File: config.mk
export PLATFORM = sky130hd
export DESIGN_NAME = fc_layer_sequencer
export DESIGN_NICKNAME = d
export VERILOG_FILES = /design/src/rtl/fc_layer_sequencer.sv
export SDC_FILE = /design/constraint.sdc
export NUM_CORES = 1
export LEC_CHECK = 0
export CAP_MARGIN = 10
export CORE_AREA = 2 2 68 70
export CTS_BUF_LIST = sky130_fd_sc_hd__clkbuf_2
export CTS_CLUSTER_SIZE = 16
export DETAILED_ROUTE_END_ITERATION = 6
export DIE_AREA = 0 0 70 72
export GPL_ROUTABILITY_DRIVEN = 0
export GPL_TIMING_DRIVEN = 0
export PLACE_DENSITY_LB_ADDON = 0.15
export RECOVER_POWER = 100
export SKIP_LAST_GASP = 1
export SLEW_MARGIN = 20
export SYNTH_ARGS = -nofsm -noshare
export SYNTH_HDL_FRONTEND = slang
export SYNTH_SLANG_ARGS = --single-unit
export TNS_END_PERCENT = 10
File: constraint.sdc
create_clock -name clk -period 2.07 [get_ports clk]
set_clock_uncertainty 0.2 [all_clocks]
set_input_delay 0.5175 -clock clk [delete_from_list [all_inputs] [get_ports clk]]
set_output_delay 0.5175 -clock clk [all_outputs]
set_load 0.01 [all_outputs]
File: src/rtl/fc_layer_sequencer.sv
// fc_layer_sequencer: sequences the FC layer after pooling layer 2.
// Optional macro FC_STALL_EN adds a stall input freezing RUN/DRAIN.
module fc_layer_sequencer #(
  parameter int N_CH    = 12,
  parameter int N_PIX   = 16,
  parameter int N_OUT   = 10,
  parameter int MEM_LAT = 1,
  parameter int WA_W    = 11
) (
  input  logic            clk,
  input  logic            reset,
  input  logic            start,
`ifdef FC_STALL_EN
  input  logic            stall,
`endif
  output logic [3:0]      p2_ch,
  output logic [3:0]      p2_addr,
  output logic [WA_W-1:0] w_addr,
  output logic            mac_clr,
  output logic            mac_en,
  output logic [3:0]      out_idx,
  output logic            out_valid,
  input  logic            out_ready,
  output logic            busy,
  output logic            done
);

  typedef enum logic [2:0] {
    IDLE, CLEAR, RUN, DRAIN, EMIT, FIN
  } state_e;

  localparam logic [3:0] CH_LAST  = 4'(N_CH - 1);
  localparam logic [3:0] PIX_LAST = 4'(N_PIX - 1);
  localparam logic [3:0] IDX_LAST = 4'(N_OUT - 1);
  localparam logic [1:0] DR_LAST  = 2'(MEM_LAT - 1);
  localparam logic [WA_W-1:0] WA_ONE = WA_W'(1);

  state_e               state_q, state_d;
  logic [3:0]           ch_q, ch_d;
  logic [3:0]           pix_q, pix_d;
  logic [3:0]           idx_q, idx_d;
  logic [WA_W-1:0]      wa_q, wa_d;
  logic [MEM_LAT-1:0]   pipe_q, pipe_d;
  logic [1:0]           dcnt_q, dcnt_d;
  logic                 stall_w;
  logic                 hold;
  logic                 issue;

`ifdef FC_STALL_EN
  assign stall_w = stall;
`else
  assign stall_w = 1'b0;
`endif

  assign hold  = stall_w && (state_q == RUN || state_q == DRAIN);
  assign issue = (state_q == RUN) && !hold;

  // Next-state, address counters and read-latency pipeline
  always_comb begin
    state_d = state_q;
    ch_d    = ch_q;
    pix_d   = pix_q;
    idx_d   = idx_q;
    wa_d    = wa_q;
    pipe_d  = pipe_q;
    dcnt_d  = dcnt_q;
    if (!hold) begin
      pipe_d = MEM_LAT'({pipe_q, issue});
    end
    unique case (state_q)
      IDLE: begin
        if (start) begin
          state_d = CLEAR;
          idx_d   = '0;
          ch_d    = '0;
          pix_d   = '0;
          wa_d    = '0;
        end
      end
      CLEAR: begin
        state_d = RUN;
      end
      RUN: begin
        if (!hold) begin
          if (pix_q == PIX_LAST && ch_q == CH_LAST) begin
            state_d = DRAIN;
            dcnt_d  = '0;
          end else begin
            wa_d = wa_q + WA_ONE;
            if (pix_q == PIX_LAST) begin
              pix_d = '0;
              ch_d  = ch_q + 4'd1;
            end else begin
              pix_d = pix_q + 4'd1;
            end
          end
        end
      end
      DRAIN: begin
        if (!hold) begin
          if (dcnt_q == DR_LAST) begin
            state_d = EMIT;
          end else begin
            dcnt_d = dcnt_q + 2'd1;
          end
        end
      end
      EMIT: begin
        if (out_ready) begin
          if (idx_q == IDX_LAST) begin
            state_d = FIN;
          end else begin
            // last weight address + 1 is the next neuron's base
            state_d = CLEAR;
            idx_d   = idx_q + 4'd1;
            ch_d    = '0;
            pix_d   = '0;
            wa_d    = wa_q + WA_ONE;
          end
        end
      end
      FIN: begin
        state_d = IDLE;
        idx_d   = '0;
        ch_d    = '0;
        pix_d   = '0;
        wa_d    = '0;
      end
      default: begin
        state_d = IDLE;
      end
    endcase
  end

  // State and counter registers, cleared by async reset
  always_ff @(posedge clk or posedge reset) begin
    if (reset) begin
      state_q <= IDLE;
      ch_q    <= '0;
      pix_q   <= '0;
      idx_q   <= '0;
      wa_q    <= '0;
      pipe_q  <= '0;
      dcnt_q  <= '0;
    end else begin
      state_q <= state_d;
      ch_q    <= ch_d;
      pix_q   <= pix_d;
      idx_q   <= idx_d;
      wa_q    <= wa_d;
      pipe_q  <= pipe_d;
      dcnt_q  <= dcnt_d;
    end
  end

  assign p2_ch     = ch_q;
  assign p2_addr   = pix_q;
  assign w_addr    = wa_q;
  assign out_idx   = idx_q;
  assign mac_clr   = (state_q == CLEAR);
  assign mac_en    = pipe_q[MEM_LAT-1] && !hold;
  assign out_valid = (state_q == EMIT);
  assign busy      = (state_q != IDLE);
  assign done      = (state_q == FIN);

endmodule

# After elaboration in Yosys (flattened, before gate mapping)
# Cells that the tools add are included.
[op_classes] addsub=5 eq_ne=16 n_mux=26 reduce_logical=12
[op_table] op="11-bit two-way mux" count=4
[op_table] op="11-bit case mux with 4 select lines" count=1
[op_table] op="4-bit two-way mux" count=9
[op_table] op="4-bit case mux with 4 select lines" count=2
[op_table] op="3-bit two-way mux" count=5
[op_table] op="3-bit case mux with 5 select lines" count=1
[op_table] op="4-bit by 1-bit adder with 4-bit output, second input constant" count=3
[op_table] op="4-bit == test, second input constant" count=3
[op_table] op="4-bit case mux with 3 select lines" count=1
[op_table] op="11-bit by 1-bit adder with 11-bit output, second input constant" count=1
[op_table] op="2-bit by 1-bit inequality test with 1-bit output, second input constant" count=4
[op_table] op="2-bit inequality test, second input constant" count=4
[op_table] op="4-bit AND reduction" count=2
[op_table] op="3-bit by 2-bit == test with 1-bit output, second input constant" count=2
[op_table] op="3-bit == test, second input constant" count=2
[op_table] op="6-bit AND reduction" count=1
[op_table] op="3-bit nonzero test" count=2
[op_table] op="5-bit AND reduction" count=1
[op_table] op="2-bit two-way mux" count=2
[op_table] op="2-bit case mux with 2 select lines" count=1
[op_table] op="4-bit nonzero test" count=1
[op_table] op="3-bit by 1-bit == test with 1-bit output, second input constant" count=1
[op_table] op="3-bit logical NOT" count=1
[op_table] op="3-bit AND reduction" count=1
[op_table] op="4 further kinds" count=4
[totals] ff_bits=29 in_bits=4 out_inout_bits=28

# Depth between registers and ports, before layout
[depth] word_depth=4 depth_mapped=7 depth_no_buf=6

# Worst setup path before layout
# No wires, ideal clock.
[synth_timing] kind="register -> register" from="register pix_q[0] (netlist: p2_addr[0])" to="register wa_q[6] (netlist: w_addr[6])" setup_ps=121 arrival_ps=1660 slack_ps=89 stages_incl_launch_ff=7 path_buffers=1 period_less_slack_ps=1981 cell_sequence="dfrtp_1 -> ha_1 -> and3_1 -> clkbuf_1 -> a21o_4 -> a32o_1 -> a22o_1"
[synth_between] elab_chain_len=4
[synth_rtl] item="from (decl)" line_no="40" text="logic [3:0] pix_q, pix_d;"
[synth_rtl] item="from (signal assigned)" line_no="148" text="pix_q <= pix_d;"
[synth_rtl] item="4-bit == test" line_no="85" text="if (pix_q == PIX_LAST && ch_q == CH_LAST) begin"
[synth_rtl] item="1-bit logical AND" line_no="85"
[synth_rtl] item="2-bit inequality test (no line)"
[synth_rtl] item="5-bit AND reduction (no line)"
[synth_rtl] item="to (signal assigned)" line_no="150" text="wa_q <= wa_d;"
[synth_rtl] item="to (decl)" line_no="42" text="logic [WA_W-1:0] wa_q, wa_d;"
# No other way between the ends.
# A chain may end at the register's enable or synchronous reset.

# Final worst setup path
[layout_timing] from="register state_q[0]" to="output out_valid"
[layout_between] elab_chain_len=1
[layout_rtl] item="from (decl)" line_no="38" text="state_e state_q, state_d;"
[layout_rtl] item="from (signal assigned)" line_no="146" text="state_q <= state_d;"
[layout_rtl] item="3-bit == test" line_no="162" text="assign out_valid = (state_q == EMIT);"
[layout_rtl] item="to (decl)" line_no="22" text="output logic out_valid,"
# No other way between the ends.

==> flow_summary_export.csv <==
group,metric,value,unit
synthesis,async_flop_share,100.0,%
worst_hold_path,hp-start,"dcnt_q[0]",
timing,finalMaxSlewViolations,0,
synthesis,syn_area_per_cell,9.270,um2
route,dr.first_iter.drc_count,100,
finish,nFillCells,409,
setup_path,worstPathArrival,1.48,ns
global_routing,grt_pass1_vias,1511,
timing,rsz0062_at_grt,"true",
global_routing,grt_usage,17.89,%
die,die_w,70,um
finish,post-route-util,51.50,%
setup_path,crit_buf_inv,3,
synthesis,syn_area,1678,um2
placement,dp_cells,264,
timing,worst_slew_pin_slew,1.130,ns
global_routing,grt_antenna_before_repair,0,
clock_tree,cts_root_buffer,"clkbuf_2",
finish,syn_to_final_growth,30.87,%
synthesis,ys_seq_elements,29,
flow_run,maxCapViolCount,0,
timing,timing.final.crit_share,106.1,%
setup_path,worstPathMaxFanout,6,
placement,place_ws,-0.4693,ns
run_status,status,"finished, violations left",
timing,finalWorstSetupSlack,-0.1269,ns
placement,hpwl,2981,um
setup_path,slowest_stage,"dfrtp_1",
synthesis,synth_cells,181,
route,vias_per_cell,5.704,
synthesis,ys_types,43,
setup_path,slowest_delay,0.43,ns
timing,setup_violations,14,
placement,place_area,2053,um2
finish,drive_above_1_share,16.44,%
power_and_ir_drop,fin_total_pwr,2.568,mW
setup_path,worst-setup-path-type,"reg -> out",
route,routed_wl,4283,um
power_and_ir_drop,powerDensity,1170,nW/um2
placement,io_buffers,31,
clock_tree,clock_latency,0.36,ns
setup_path,timing.rr.end,"w_addr[8]",
finish,num_antenna_cells,0,
synthesis,ys_warn_count,0,
clock_tree,htreeDepth,2,
die,dieArea,5040,um2
timing,setup_tns,-0.6877,ns
synthesis,synth_edf_count,0,
timing,relSlewSlack,24.57,%
finish,stdcell_area,2196,um2
synthesis,ys_seq_area_share,43.25,%
global_routing,grt_pass1_wl,7093,um
power_and_ir_drop,p_leak,0.9501,nW
run_status,violations,"negative setup slack",
setup_path,reg2reg_depth,6,
clock_tree,cts_buffer_depth,2,
route,first_pass_iters,4,
setup_path,rrSetupSlack,0,ns
finish,nNetsFinal,235,
clock_tree,clk_pin_slew,0.16,ns
setup_path,worstSetupStartpointType,"flip-flop",
die,io_pins,32,
worst_hold_path,hold_path_class,"reg -> reg",
timing,max_freq,0.4552,GHz
die,initial_core_util,39.35,%
setup_path,worstPathRequired,1.35,ns
finish,finalNonFillerCells,277,
setup_path,reg2reg_from,"state_q[2]",
power_and_ir_drop,peakVddDrop,0.4903,mV
global_routing,grt.overflow.total,0,
setup_path,critPathCaptureType,"output port",
clock_tree,cts.sinks,29,
die,die_h,72,um
route,dr_total_vias,1580,
route,detail_route.wl_per_cell,15.46,um
worst_hold_path,hold_depth,1,
timing,finalHoldViolCount,0,
route,ant_nets,0,
clock_tree,cts_hold_buf,0,
timing,hold_ws,0.3043,ns
die,core-area,4264,um2
setup_path,cpLargestDelayFamily,"flip-flops",
die,row_count,24,
setup_path,crit_chain,"buf_6 -> or3b_4 -> inv_4 -> buf_6",
setup_path,path_common_cell,"buf_6",
synthesis,synth_ff_type,"dfrtp_1",
timing,fin_crit,2.197,ns
synthesis,synth_nets,191,
worst_hold_path,hold_end,"dcnt_q[0]",
global_routing,grt_max_degree,30,
route,drc_errors,0,
clock_tree,cts_tree,"yes",
clock_tree,cts_buffers,5,
==> worst max-delay path by stage <==
stage	from	end	slack, ns	depth (start not counted)
floorplan	p2_addr[0]	w_addr[6]	0.09	6
global placement	out_ready	w_addr[7]	-0.47	5
detailed placement	out_ready	w_addr[9]	-0.47	5
CTS	state_q[1]	out_valid	-0.13	4
global route	state_q[1]	out_valid	-0.20	4
finish	state_q[0]	out_valid	-0.13	4
==> kinds of logic after synthesis <==
family	Yosys count	share of synthesized area (%)
DFF	29	43.25
xor gates and xnor gates	1	0.5221
adders and majority gates	6	4.474
buffers and inverters	28	7.084
AOI/OAI and AO/OA	49	20.95
and+or+nand+nor	62	20.14
muxes	6	3.580
==> placed cells by master, fill, tap and decap left out, types with 10 or more instances in the layout <==
| master | synthesis | layout |
|---|---|---|
| nand2_1 | 12 | 12 |
| inv_1 | 20 | 19 |
| dfrtp_1 | 29 | 29 |
| clkdlybuf4s50_1 | 0 | 26 |
| nand3_1 | 13 | 13 |
| o21ai_0 | 11 | 11 |
| nor2_1 | 10 | 10 |
==> layer usage <==
layer	part of all wire (%)	wire length [um]	GRT usage, %	vias up
met1	44	1877	22.45	782
li1	-	-	-	756
met5	0	0	0	-
met3	3.9	167	4.583	2
met4	0.61	26	6.197	0
met2	52	2211	30.26	40
==> flip-flops by register name, indices dropped and copies added, names as in the netlist <==
signal / count
out_idx: 4
p2_addr: 4
p2_ch: 4
state_q: 3
dcnt_q: 2
w_addr: 11
mac_en: 1
==> final cells by class <==
type                    instances  area, um2  share of cell area, %
plain buffers                   7      63.81                  2.906
multi-input cells             124      877.1                  39.94
flip-flops and latches         29      725.7                  33.05
repair buffers                 38      352.8                  16.07
clock inverters                 1      3.754                 0.1709
inverters                      20      77.57                  3.533
clock buffers                   6      30.03                  1.368
well taps                      52      65.06                  2.963
==> where the power goes <==
part	switching, mW	total (mW)	internal, mW
Clock	0.206	0.285	0.0788
Combinational	0.794	1.50	0.707
Sequential	0.113	0.782	0.669
==> worst register-to-register path: cells and delay by family (launching register included) <==
family          cells  cell delay, ns
compound gates      3            0.71
buf+inv             2            0.28
flops               1            0.41
simple gates        1            0.37
==> synthesized netlist by cell type, types with 2 or more instances <==
cell type,n,share of area [%]
a22o_1,5,2.6
nand2b_1,2,0.75
mux2i_1,6,3.6
dfrtp_1,29,43
and3b_1,3,1.6
o21ai_0,11,3.3
buf_2,5,1.5
a21oi_1,3,0.89
nand3_1,13,3.9
nand4_1,4,1.5
a32o_1,4,2.4
a32oi_1,4,2.1
nand2_1,12,2.7
inv_1,20,4.5
ha_1,6,4.5
or3_1,4,1.5
o22ai_1,6,2.2
clkbuf_1,2,0.45
nor2_1,10,2.2
a31oi_1,7,2.6
nor3_1,2,0.60
and3_1,2,0.75
==> repair_timing <==
item | 4_1_cts | 5_1_grt
setup endpoints to repair | 45 | 47
pin swaps | 3 | 3
cloned | 0 | 0
buffers inserted | 7 | 0
endpoints found under the hold margin | 0 | 0
resized for setup | 22 | 18
No activity file was read; power rests on OpenSTA's default activity.
